**config.mk**
```make
export PLATFORM = sky130hd
export DESIGN_NAME = controller_ram_arbiter
export DESIGN_NICKNAME = d
export VERILOG_FILES = /design/src/rtl/ctrl_arb_pkg.sv /design/src/rtl/ctrl_arb_pick.sv /design/src/rtl/controller_ram_arbiter.sv
export SDC_FILE = /design/constraint.sdc
export NUM_CORES = 1
export LEC_CHECK = 0
export ABC_CLOCK_PERIOD_IN_PS = 1700
export BUFFER_PORTS_ARGS = -buffer_cell sky130_fd_sc_hd__buf_2
export CORE_MARGIN = 10
export CORE_UTILIZATION = 43
export CTS_BUF_LIST = sky130_fd_sc_hd__clkbuf_8
export DETAILED_ROUTE_END_ITERATION = 16
export PLACE_DENSITY_LB_ADDON = 0.3
export SYNTH_ARGS = -nofsm -noshare
export SYNTH_HDL_FRONTEND = slang
export SYNTH_SLANG_ARGS = --single-unit
```
**constraint.sdc**
```tcl
create_clock -name clk -period 1.7 [get_ports clk]
set_input_delay 0.17 -clock clk [delete_from_list [all_inputs] [get_ports clk]]
set_output_delay 0.17 -clock clk [all_outputs]
set_load 0.02 [all_outputs]
```
**src/rtl/ctrl_arb_pkg.sv**
```systemverilog
`default_nettype none
// ============================================================================
// Module      : ctrl_arb_pkg
// Description : Shared types and constants for controller_ram_arbiter.
//               - Owner encoding for the read-response pipeline.
//               - {valid,owner} tag carried alongside each memory access.
//               - Byte-lane mapping helper: bytesel[3] -> d[7:0],
//                 bytesel[0] -> d[31:24].
// Revision    : 1.0 - initial release
// ============================================================================
package ctrl_arb_pkg;

  localparam logic OWNER_A = 1'b0;
  localparam logic OWNER_B = 1'b1;

  typedef struct packed {
    logic valid;
    logic owner;
  } pipe_tag_t;

  // Expands a 4-bit byte select into a 32-bit bit mask using the
  // reversed lane order of the attached memory.
  function automatic logic [31:0] bytesel_mask(input logic [3:0] bytesel);
    logic [31:0] mask;
    mask = '0;
    for (int i = 0; i < 4; i++) begin
      mask[(24 - 8 * i) +: 8] = {8{bytesel[i]}};
    end
    return mask;
  endfunction

endpackage
`default_nettype wire

```
**src/rtl/ctrl_arb_pick.sv**
```systemverilog
`default_nettype none
// ============================================================================
// Module      : ctrl_arb_pick
// Description : Combinational grant decision for controller_ram_arbiter.
//               Round-robin between A and B, with a bounded burst lock that
//               lets B keep the memory for up to MAX_LOCK consecutive grants.
// Ports       : i_a_req, i_b_req  - pending requests
//               i_b_lock          - B asks for burst priority
//               i_last_grant      - owner of the previous grant
//               i_lock_cnt        - consecutive B grants under lock
//               o_grant_a/b       - one-hot (or zero) grant this cycle
// Revision    : 1.0 - initial release
// ============================================================================
module ctrl_arb_pick
  import ctrl_arb_pkg::*;
#(
  parameter int MAX_LOCK = 64,
  parameter int LOCK_W   = 7
) (
  input  logic              i_a_req,
  input  logic              i_b_req,
  input  logic              i_b_lock,
  input  logic              i_last_grant,
  input  logic [LOCK_W-1:0] i_lock_cnt,
  output logic              o_grant_a,
  output logic              o_grant_b
);

  localparam logic [LOCK_W-1:0] c_lock_max = LOCK_W'(MAX_LOCK);

  logic w_lock_full;

  assign w_lock_full = (i_lock_cnt == c_lock_max);

  always_comb begin
    o_grant_a = 1'b0;
    o_grant_b = 1'b0;
    if (i_a_req && !i_b_req) begin
      o_grant_a = 1'b1;
    end else if (i_b_req && !i_a_req) begin
      o_grant_b = 1'b1;
    end else if (i_a_req && i_b_req) begin
      if (i_b_lock && w_lock_full) begin
        // Burst budget exhausted: the waiting A must be served now.
        o_grant_a = 1'b1;
      end else if (i_b_lock && (i_last_grant == OWNER_B)) begin
        o_grant_b = 1'b1;
      end else if (i_last_grant == OWNER_A) begin
        o_grant_b = 1'b1;
      end else begin
        o_grant_a = 1'b1;
      end
    end
  end

endmodule
`default_nettype wire

```
**src/rtl/controller_ram_arbiter.sv**
```systemverilog
`default_nettype none
// ============================================================================
// Module      : controller_ram_arbiter
// Description : Shares a 32-bit byte-laned synchronous RAM (1-cycle read)
//               between port A (CPU) and port B (loader). One access per
//               cycle, registered memory command, read data routed back to
//               the issuing port exactly 2 cycles after its ack.
// Ports       : clk, reset_n (async active-low)
//               a_*/b_*  request ports (req/we/bytesel/addr/d in,
//                        ack/q/qvalid out), b_lock burst request
//               mem_*    memory command out, mem_q read data in
// Revision    : 1.0 - initial release
// ============================================================================
module controller_ram_arbiter
  import ctrl_arb_pkg::*;
#(
  parameter int ADDR_WIDTH = 15,
  parameter int MAX_LOCK   = 64
) (
  input  logic                  clk,
  input  logic                  reset_n,
  input  logic                  a_req,
  input  logic                  a_we,
  input  logic [3:0]            a_bytesel,
  input  logic [ADDR_WIDTH-1:0] a_addr,
  input  logic [31:0]           a_d,
  output logic                  a_ack,
  output logic [31:0]           a_q,
  output logic                  a_qvalid,
  input  logic                  b_req,
  input  logic                  b_we,
  input  logic [3:0]            b_bytesel,
  input  logic [ADDR_WIDTH-1:0] b_addr,
  input  logic [31:0]           b_d,
  output logic                  b_ack,
  output logic [31:0]           b_q,
  output logic                  b_qvalid,
  input  logic                  b_lock,
  output logic                  mem_we,
  output logic [3:0]            mem_bytesel,
  output logic [ADDR_WIDTH-1:0] mem_addr,
  output logic [31:0]           mem_d,
  input  logic [31:0]           mem_q
);

  localparam int                LOCK_W     = $clog2(MAX_LOCK + 1);
  localparam logic [LOCK_W-1:0] c_lock_max = LOCK_W'(MAX_LOCK);

  logic                  w_grant_a;
  logic                  w_grant_b;
  logic                  w_a_req;
  logic                  w_b_req;
  logic [LOCK_W-1:0]     w_lock_cnt_nxt;
  pipe_tag_t             w_tag1_nxt;

  logic                  r_mem_we;
  logic [3:0]            r_mem_bytesel;
  logic [ADDR_WIDTH-1:0] r_mem_addr;
  logic [31:0]           r_mem_d;
  logic                  r_last_grant;
  logic [LOCK_W-1:0]     r_lock_cnt;
  pipe_tag_t             r_tag1;
  pipe_tag_t             r_tag2;
  logic [31:0]           r_a_q_hold;
  logic [31:0]           r_b_q_hold;

  // Requests are masked during reset so no ack can be seen while reset_n=0.
  assign w_a_req = a_req & reset_n;
  assign w_b_req = b_req & reset_n;

  ctrl_arb_pick #(
    .MAX_LOCK (MAX_LOCK),
    .LOCK_W   (LOCK_W)
  ) u_pick (
    .i_a_req      (w_a_req),
    .i_b_req      (w_b_req),
    .i_b_lock     (b_lock),
    .i_last_grant (r_last_grant),
    .i_lock_cnt   (r_lock_cnt),
    .o_grant_a    (w_grant_a),
    .o_grant_b    (w_grant_b)
  );

  assign a_ack = w_grant_a;
  assign b_ack = w_grant_b;

  always_comb begin
    w_lock_cnt_nxt = r_lock_cnt;
    if (w_grant_a || !b_lock) begin
      w_lock_cnt_nxt = '0;
    end else if (w_grant_b && (r_lock_cnt != c_lock_max)) begin
      w_lock_cnt_nxt = r_lock_cnt + LOCK_W'(1);
    end
  end

  // Only reads enter the response pipeline; writes leave an empty slot.
  always_comb begin
    w_tag1_nxt.valid = (w_grant_a && !a_we) || (w_grant_b && !b_we);
    w_tag1_nxt.owner = w_grant_b ? OWNER_B : OWNER_A;
  end

  always_ff @(posedge clk or negedge reset_n) begin
    if (!reset_n) begin
      r_mem_we      <= 1'b0;
      r_mem_bytesel <= 4'b0000;
      r_mem_addr    <= '0;
      r_mem_d       <= '0;
      r_last_grant  <= OWNER_B;
      r_lock_cnt    <= '0;
      r_tag1        <= '0;
      r_tag2        <= '0;
      r_a_q_hold    <= '0;
      r_b_q_hold    <= '0;
    end else begin
      if (w_grant_a) begin
        r_mem_we      <= a_we;
        r_mem_bytesel <= a_bytesel;
        r_mem_addr    <= a_addr;
        r_mem_d       <= a_d;
        r_last_grant  <= OWNER_A;
      end else if (w_grant_b) begin
        r_mem_we      <= b_we;
        r_mem_bytesel <= b_bytesel;
        r_mem_addr    <= b_addr;
        r_mem_d       <= b_d;
        r_last_grant  <= OWNER_B;
      end else begin
        // Idle cycle: kill the strobe, leave address/data parked.
        r_mem_we      <= 1'b0;
        r_mem_bytesel <= 4'b0000;
      end
      r_lock_cnt <= w_lock_cnt_nxt;
      r_tag1     <= w_tag1_nxt;
      r_tag2     <= r_tag1;
      if (a_qvalid) begin
        r_a_q_hold <= mem_q;
      end
      if (b_qvalid) begin
        r_b_q_hold <= mem_q;
      end
    end
  end

  assign mem_we      = r_mem_we;
  assign mem_bytesel = r_mem_bytesel;
  assign mem_addr    = r_mem_addr;
  assign mem_d       = r_mem_d;

  // Read data is forwarded straight from the memory in the valid cycle;
  // otherwise each port shows the last data it received.
  assign a_qvalid = r_tag2.valid && (r_tag2.owner == OWNER_A);
  assign b_qvalid = r_tag2.valid && (r_tag2.owner == OWNER_B);
  assign a_q      = a_qvalid ? mem_q : r_a_q_hold;
  assign b_q      = b_qvalid ? mem_q : r_b_q_hold;

endmodule
`default_nettype wire

```
==> impl_metrics.csv, run 1 <==
group,metric,value,unit
synth,post_synth.cell_area_avg,11.5,um^2
critical_path,worstReg2RegStart,"r_lock_cnt[0]",
layout,final_util,83.8,%
critical_path,r2r_setup_slack,-0.33,ns
floorplanning,chipHeight,133,um
synth,synth-edff-count,0,
sta,worst_pin_slew,0.870,ns
synth,synth_top_family_by_area,"compound AO/OA/AOI/OAI gates",
floorplanning,core_area,0.0125,mm^2
synth,syn_area,0.00547,mm^2
synth,synthXorXnorAreaFrac,0.160,%
global_routing,grt_pass1_wl,33900,um
critical_path,arrival,2.37,ns
layout,nNetsFinal,1041,
drt,drt-wirelength-per-cell,24.0,um
global_routing,antenna_found_initial,2,
global_routing,grt-ovfl-total,0,
clock_network,clockRootBuffer,"clkbuf_8",
power,seq_power_share,34.9,%
floorplanning,row_count,41,
critical_path,r2r-end,"mem_d[14]",
sta,relSlewSlack,42.0,%
power,internal-power,0.00746,W
drt,ant_nets,0,
floorplanning,ioPinCount,261,
layout,drive_gt1_share,56.5,%
power,power_switching,0.00375,W
sta,period_minus_slack,2.03,ns
min_path,min_path_cells,3,
synth,ys_seq_area_share,58.6,%
sta,fmax,492,MHz
synth,synth_adder_area_share,0.458,%
sta,rsz0062_at_grt,"yes",
critical_path,critPathLaunchType,"register",
synth,ys_types,36,
floorplanning,die_width,133,um
synth,yosys_warnings,0,
synth,synthSimpleGateAreaFrac,5.97,%
job,maxCapViolCount,0,
power,p_leak,4.95,nW
synth,synth_fp_nets,620,
placed_design,port_buffers,260,
placed_design,placed_area,0.00707,mm^2
sta,finClkSkew,0.0131,ns
min_path,hp-start,"a_d[26]",
power,swShare,33.5,%
synth,synth_seq_cells,128,
critical_path,crit_type,"reg -> reg",
critical_path,r2r_cells,10,
min_path,hp-class,"in -> reg",
drt,vias,6119,
floorplanning,start_util,43.7,%
global_routing,grt_max_degree,117,
sta,hold_viol_final,0,
placed_design,place_congestion,0.804,
synth,synth_compound_area_share,17.5,%
drt,first_iter_violations,508,
power,pwr-share-clk,23.7,%
power,combPwrFrac,41.3,%
layout,num-fill-cells,614,
placed_design,place_inst,891,
layout,area_growth,91.9,%
clock_network,cts.sinks,128,
critical_path,crit_required,2.04,ns
global_routing,grt_pass1_vias,6306,
layout,fin_area,0.0105,mm^2
synth,synthMuxAreaShare,13.4,%
sta,slew_viol_final,0,
clock_network,insertion_delay,0.46,ns
synth,ys.flop_type,"dfrtp_1",
layout,layout.cells.non_filler,1084,
power,power_density,1070,mW/mm^2
run_status,outcome,"finished with violations",
drt,drt-vias-per-instance,5.64,
run_status,violations,"negative setup slack",
synth,synthArstFlopShare,100,%
synth,synth_cells,477,
power,peakVddDrop,0.570,mV
sta,fin_ws,-0.333,ns
sta,setup_viol,126,
clock_network,clock_path_buffers,2,
critical_path,critPathMaxFanout,7,
sta,post-route-period-util,120,%
min_path,hold_end,"mem_d[26]",
critical_path,cp-end-kind,"register",
drt,drc_errors,0,
clock_network,clk_pin_slew,0.08,ns
drt,first_pass_iters,6,
clock_network,cts-htree-levels,4,
global_routing,grt_usage,24.0,%
floorplanning,die-area,0.0176,mm^2
placed_design,dp_hpwl,13000,um
clock_network,cts_tree,"done",
clock_network,cts_made_buffers,17,
drt,routed_wl,26000,um
cell usage in the layout (no fill, tap or decap), types with 22 or more instances in the layout:
cell	synthesis	final
a21oi_1	54	31
mux2_4	0	64
buf_6	6	76
o21ai_0	52	43
dlygate4sd3_1	0	87
buf_4	1	51
dfrtp_1	127	126
nor2_1	49	48
a31oi_1	47	22
buf_2	3	191
a21oi_2	0	22
flip-flops by register name, summed over array words and instances, names as in the netlist:
signal and count:
mem_d 32, r_a_q_hold 32, r_b_q_hold 32, mem_addr 15, r_lock_cnt 7, mem_bytesel 4, r_tag1 2, r_tag2 2
mem_we 1, r_last_grant 1
power groups by stage:
stage | combinational (W) | sequential (W) | clock (W)
6_report | 0.00464 | 0.00392 | 0.00266
5_1_grt | 0.00484 | 0.00395 | 0.00280
3_5_place_dp | 0.00278 | 0.00389 | 0
4_1_cts | 0.00327 | 0.00384 | 0.00265
3_3_place_gp | 0.00272 | 0.00385 | 0
2_1_floorplan | 0.00148 | 0.00403 | 0
area by class of cell:
type                       count  area, um^2  share of cell area [%]
timing repair buffer         439        3840                    36.6
sequential                   128        3210                    30.5
multi-input combinational    307        2820                    26.9
clock buffer                  18         248                    2.36
tap                          172         215                    2.05
clock inverter                14         139                    1.32
inverter                       5        18.8                   0.179
antenna                        1        2.50                  0.0238
worst max path at each step:
stage                     slack (ns)            end  cells past startpoint          start
after floorplan                 0.01  r_lock_cnt[4]                      7  r_lock_cnt[0]
after global placement         -0.09       mem_d[2]                      5  r_lock_cnt[3]
after detailed placement       -0.12       mem_d[2]                      5  r_lock_cnt[3]
after CTS                      -0.30          a_ack                      7  r_lock_cnt[1]
after global routing           -0.42      mem_d[28]                      9  r_lock_cnt[2]
final                          -0.33      mem_d[14]                     10  r_lock_cnt[0]
metal layers:
metal | GRT usage (%) | share of wire [%] | up-vias
met5 | 0 | 0 | -
met4 | 10.5 | 4.2 | 0
met3 | 9.99 | 9.8 | 99
met2 | 40.8 | 50 | 413
met1 | 25.5 | 35 | 3022
li1 | - | - | 2585
Yosys cell counts (all sizes together) (2+ instances only):
cell / instances / area share, %
or3: 4 / 0.46
clkbuf: 24 / 1.6
a21oi: 54 / 4.9
a21o: 2 / 0.27
a22o: 5 / 0.80
and2: 3 / 0.34
nand4: 2 / 0.23
mux2: 64 / 13
inv: 5 / 0.34
nand2: 4 / 0.27
ha: 2 / 0.46
nor2: 50 / 3.6
o21ai: 53 / 4.9
dfrtp: 127 / 58
a31oi: 47 / 5.4
nor2b: 3 / 0.34
buf: 14 / 1.9
repair_timing:
item	CTS	global route
endpoints found under the hold margin	240	0
pin swaps	74	19
gates resized for setup	58	258
hold buffers	87	0
buffers inserted	18	38
endpoints found under the setup margin	121	127
gates cloned	9	10
critical path, cell delays in order, from the launching register on:
cell,delay [ns]
dfrtp_1,0.37
inv_2,0.06
ha_4,0.15
nor2b_4,0.13
buf_4,0.17
a311o_2,0.34
buf_12,0.16
buf_6,0.11
buf_6,0.12
a31oi_1,0.21
a21oi_1,0.10
kinds of logic after synthesis:
kind of cell	count (synthesis)
buf+inv	43
mux	65
fa+ha+maj	2
simple gates	70
compound gates	168
xor+xnor	1
flops	128
metrics by stage:
stage                     TNS, ns  hold WS (ns)  total power [W]  setup slack (ns)
after floorplan                 0        -0.126          0.00552            0.0101
after global placement     -0.413        0.0117          0.00656           -0.0860
after detailed placement    -2.78        0.0123          0.00666            -0.117
after CTS                  -25.53       0.00341          0.00976            -0.297
after global routing       -35.82        0.0192           0.0116            -0.417
final                      -28.82        0.0183           0.0112            -0.333
No activity file was read; power rests on OpenSTA's default activity.
==> run 2, diff against run 1 <==
--- a/constraint.sdc
+++ b/constraint.sdc
@@ -3,2 +3,2 @@
 set_output_delay 0.17 -clock clk [all_outputs]
-set_load 0.02 [all_outputs]
+set_load 0.01 [all_outputs]
==> run 2 against run 1 <==
The run still ends with negative setup slack left. Clock-buffer cell count grew 1. Largest cell class unchanged. Worst hold slack better by 0.019 ns. Die area is the same. Largest power group is now registers. Final area is 7.8% lower. Fmax up 3.3%. Critical path depth down 5.
==> impl_metrics.csv, run 2 (synthesis results as in run 1) <==
group,metric,value,unit
layout,fin_area,0.00967,mm^2
clock_network,cts-htree-levels,4,
min_path,hp-class,"in -> reg",
power,p_leak,4.65,nW
clock_network,clockRootBuffer,"clkbuf_8",
sta,slew_viol_final,0,
drt,drt-vias-per-instance,5.44,
drt,drt-wirelength-per-cell,22.5,um
clock_network,cts.sinks,128,
sta,setup_viol,122,
drt,ant_nets,0,
layout,nNetsFinal,1015,
floorplanning,core_area,0.0125,mm^2
clock_network,cts_made_buffers,17,
layout,num-fill-cells,756,
sta,fin_ws,-0.268,ns
placed_design,dp_hpwl,12900,um
run_status,outcome,"finished with violations",
critical_path,r2r-end,"mem_addr[12]",
drt,drc_errors,0,
placed_design,place_congestion,0.803,
global_routing,grt_usage,22.4,%
power,peakVddDrop,0.496,mV
critical_path,critPathLaunchType,"register",
sta,period_minus_slack,1.97,ns
sta,hold_viol_final,0,
job,maxCapViolCount,0,
critical_path,cp-end-kind,"output port",
global_routing,grt_pass1_vias,6006,
floorplanning,die_width,133,um
critical_path,startpoint,"r_tag2[0]",
critical_path,critPathMaxFanout,8,
drt,first_iter_violations,374,
clock_network,insertion_delay,0.44,ns
global_routing,grt_pass1_wl,31800,um
critical_path,arrival,1.80,ns
drt,first_pass_iters,5,
critical_path,cp-endpoint,"a_q[12]",
floorplanning,ioPinCount,261,
floorplanning,start_util,43.7,%
sta,setup_tns,-21.84,ns
layout,final_util,77.3,%
layout,drive_gt1_share,51.9,%
layout,area_growth,76.9,%
clock_network,clock_path_buffers,2,
critical_path,r2r_cells,9,
floorplanning,die-area,0.0176,mm^2
placed_design,pre_cts_slack,-0.134,ns
layout,final_cell_mix,"198 x buf_2, 126 x dfrtp_1, 90 x dlygate4sd3_1",
power,power_density,1020,mW/mm^2
critical_path,crit_required,1.53,ns
global_routing,grt-ovfl-total,0,
floorplanning,row_count,41,
critical_path,crit_type,"reg -> out",
layout,final_common_cell,"buf_2",
critical_path,r2r_setup_slack,-0.22,ns
sta,post-route-period-util,116,%
clock_network,cts_tree,"done",
critical_path,worstReg2RegStart,"r_lock_cnt[0]",
sta,rsz0062_at_grt,"yes",
sta,fmax,508,MHz
placed_design,placed_area,0.00708,mm^2
global_routing,antenna_found_initial,2,
drt,vias,5730,
floorplanning,chipHeight,133,um
drt,routed_wl,23700,um
sta,worst_pin_slew,1.36,ns
global_routing,grt_max_degree,70,
sta,finClkSkew,0.00812,ns
run_status,violations,"negative setup slack",
placed_design,port_buffers,260,
sta,relSlewSlack,9.21,%
clock_network,clk_pin_slew,0.07,ns
[run 2: power by group]
group | internal (W) | switching (W) | leakage [nW]
clock network | 0.00102 | 0.00117 | 0.160
registers | 0.00363 | 0.000273 | 1.50
logic | 0.00210 | 0.00164 | 2.99
[run 2: timing repair]
action,4_1_cts,5_1_grt
gates cloned,4,9
gates resized for setup,22,171
setup buffers,10,19
hold endpoints to repair,198,0
hold buffers,90,0
setup endpoints to repair,119,126
pin swaps,58,66
[run 2: worst min path at each step]
stage	from	to	slack [ns]	cells after the start
2_1_floorplan	reset_n	mem_addr[0]	-0.13	0
3_3_place_gp	reset_n	mem_d[9]	0.22	2
3_5_place_dp	reset_n	mem_d[9]	0.23	2
4_1_cts	a_d[16]	mem_d[16]	0.002	3
5_1_grt	a_d[1]	mem_d[1]	0.03	3
6_report	a_addr[3]	mem_addr[3]	0.04	3
[run 2: worst max-delay path, cell delays in order (launching register included)]
cell and delay [ns]:
dfrtp_2 0.44, nor2b_4 0.14, buf_12 0.15, clkbuf_16 0.17, mux2_4 0.33, buf_6 0.13
[run 2: metrics by stage]
step / hold WS, ns / std cells / total power [W]
after floorplan: -0.126 / 477 / 0.00505
after global placement: 0.220 / 893 / 0.00610
after detailed placement: 0.228 / 893 / 0.00620
after CTS: 0.00161 / 1024 / 0.00865
after global routing: 0.0313 / 1053 / 0.0103
final: 0.0376 / 1054 / 0.00984
[run 2: layout make-up]
class / count / area (um^2) / area share (%)
clock buffer: 19 / 262 / 2.70
clock inverter: 8 / 45.0 / 0.466
sequential: 128 / 3210 / 33.1
multi-input combinational: 307 / 2530 / 26.2
inverter: 5 / 18.8 / 0.194
timing repair buffer: 413 / 3390 / 35.0
antenna: 2 / 5.00 / 0.0517
tap: 172 / 215 / 2.23
[run 2: metal layers]
layer | wire (um) | up-vias | track usage [%]
met2 | 12000 | 349 | 37.6
met3 | 2020 | 64 | 8.71
met5 | 0 | - | 0
met1 | 8760 | 2801 | 24.4
met4 | 853 | 0 | 10.6
li1 | - | 2516 | -
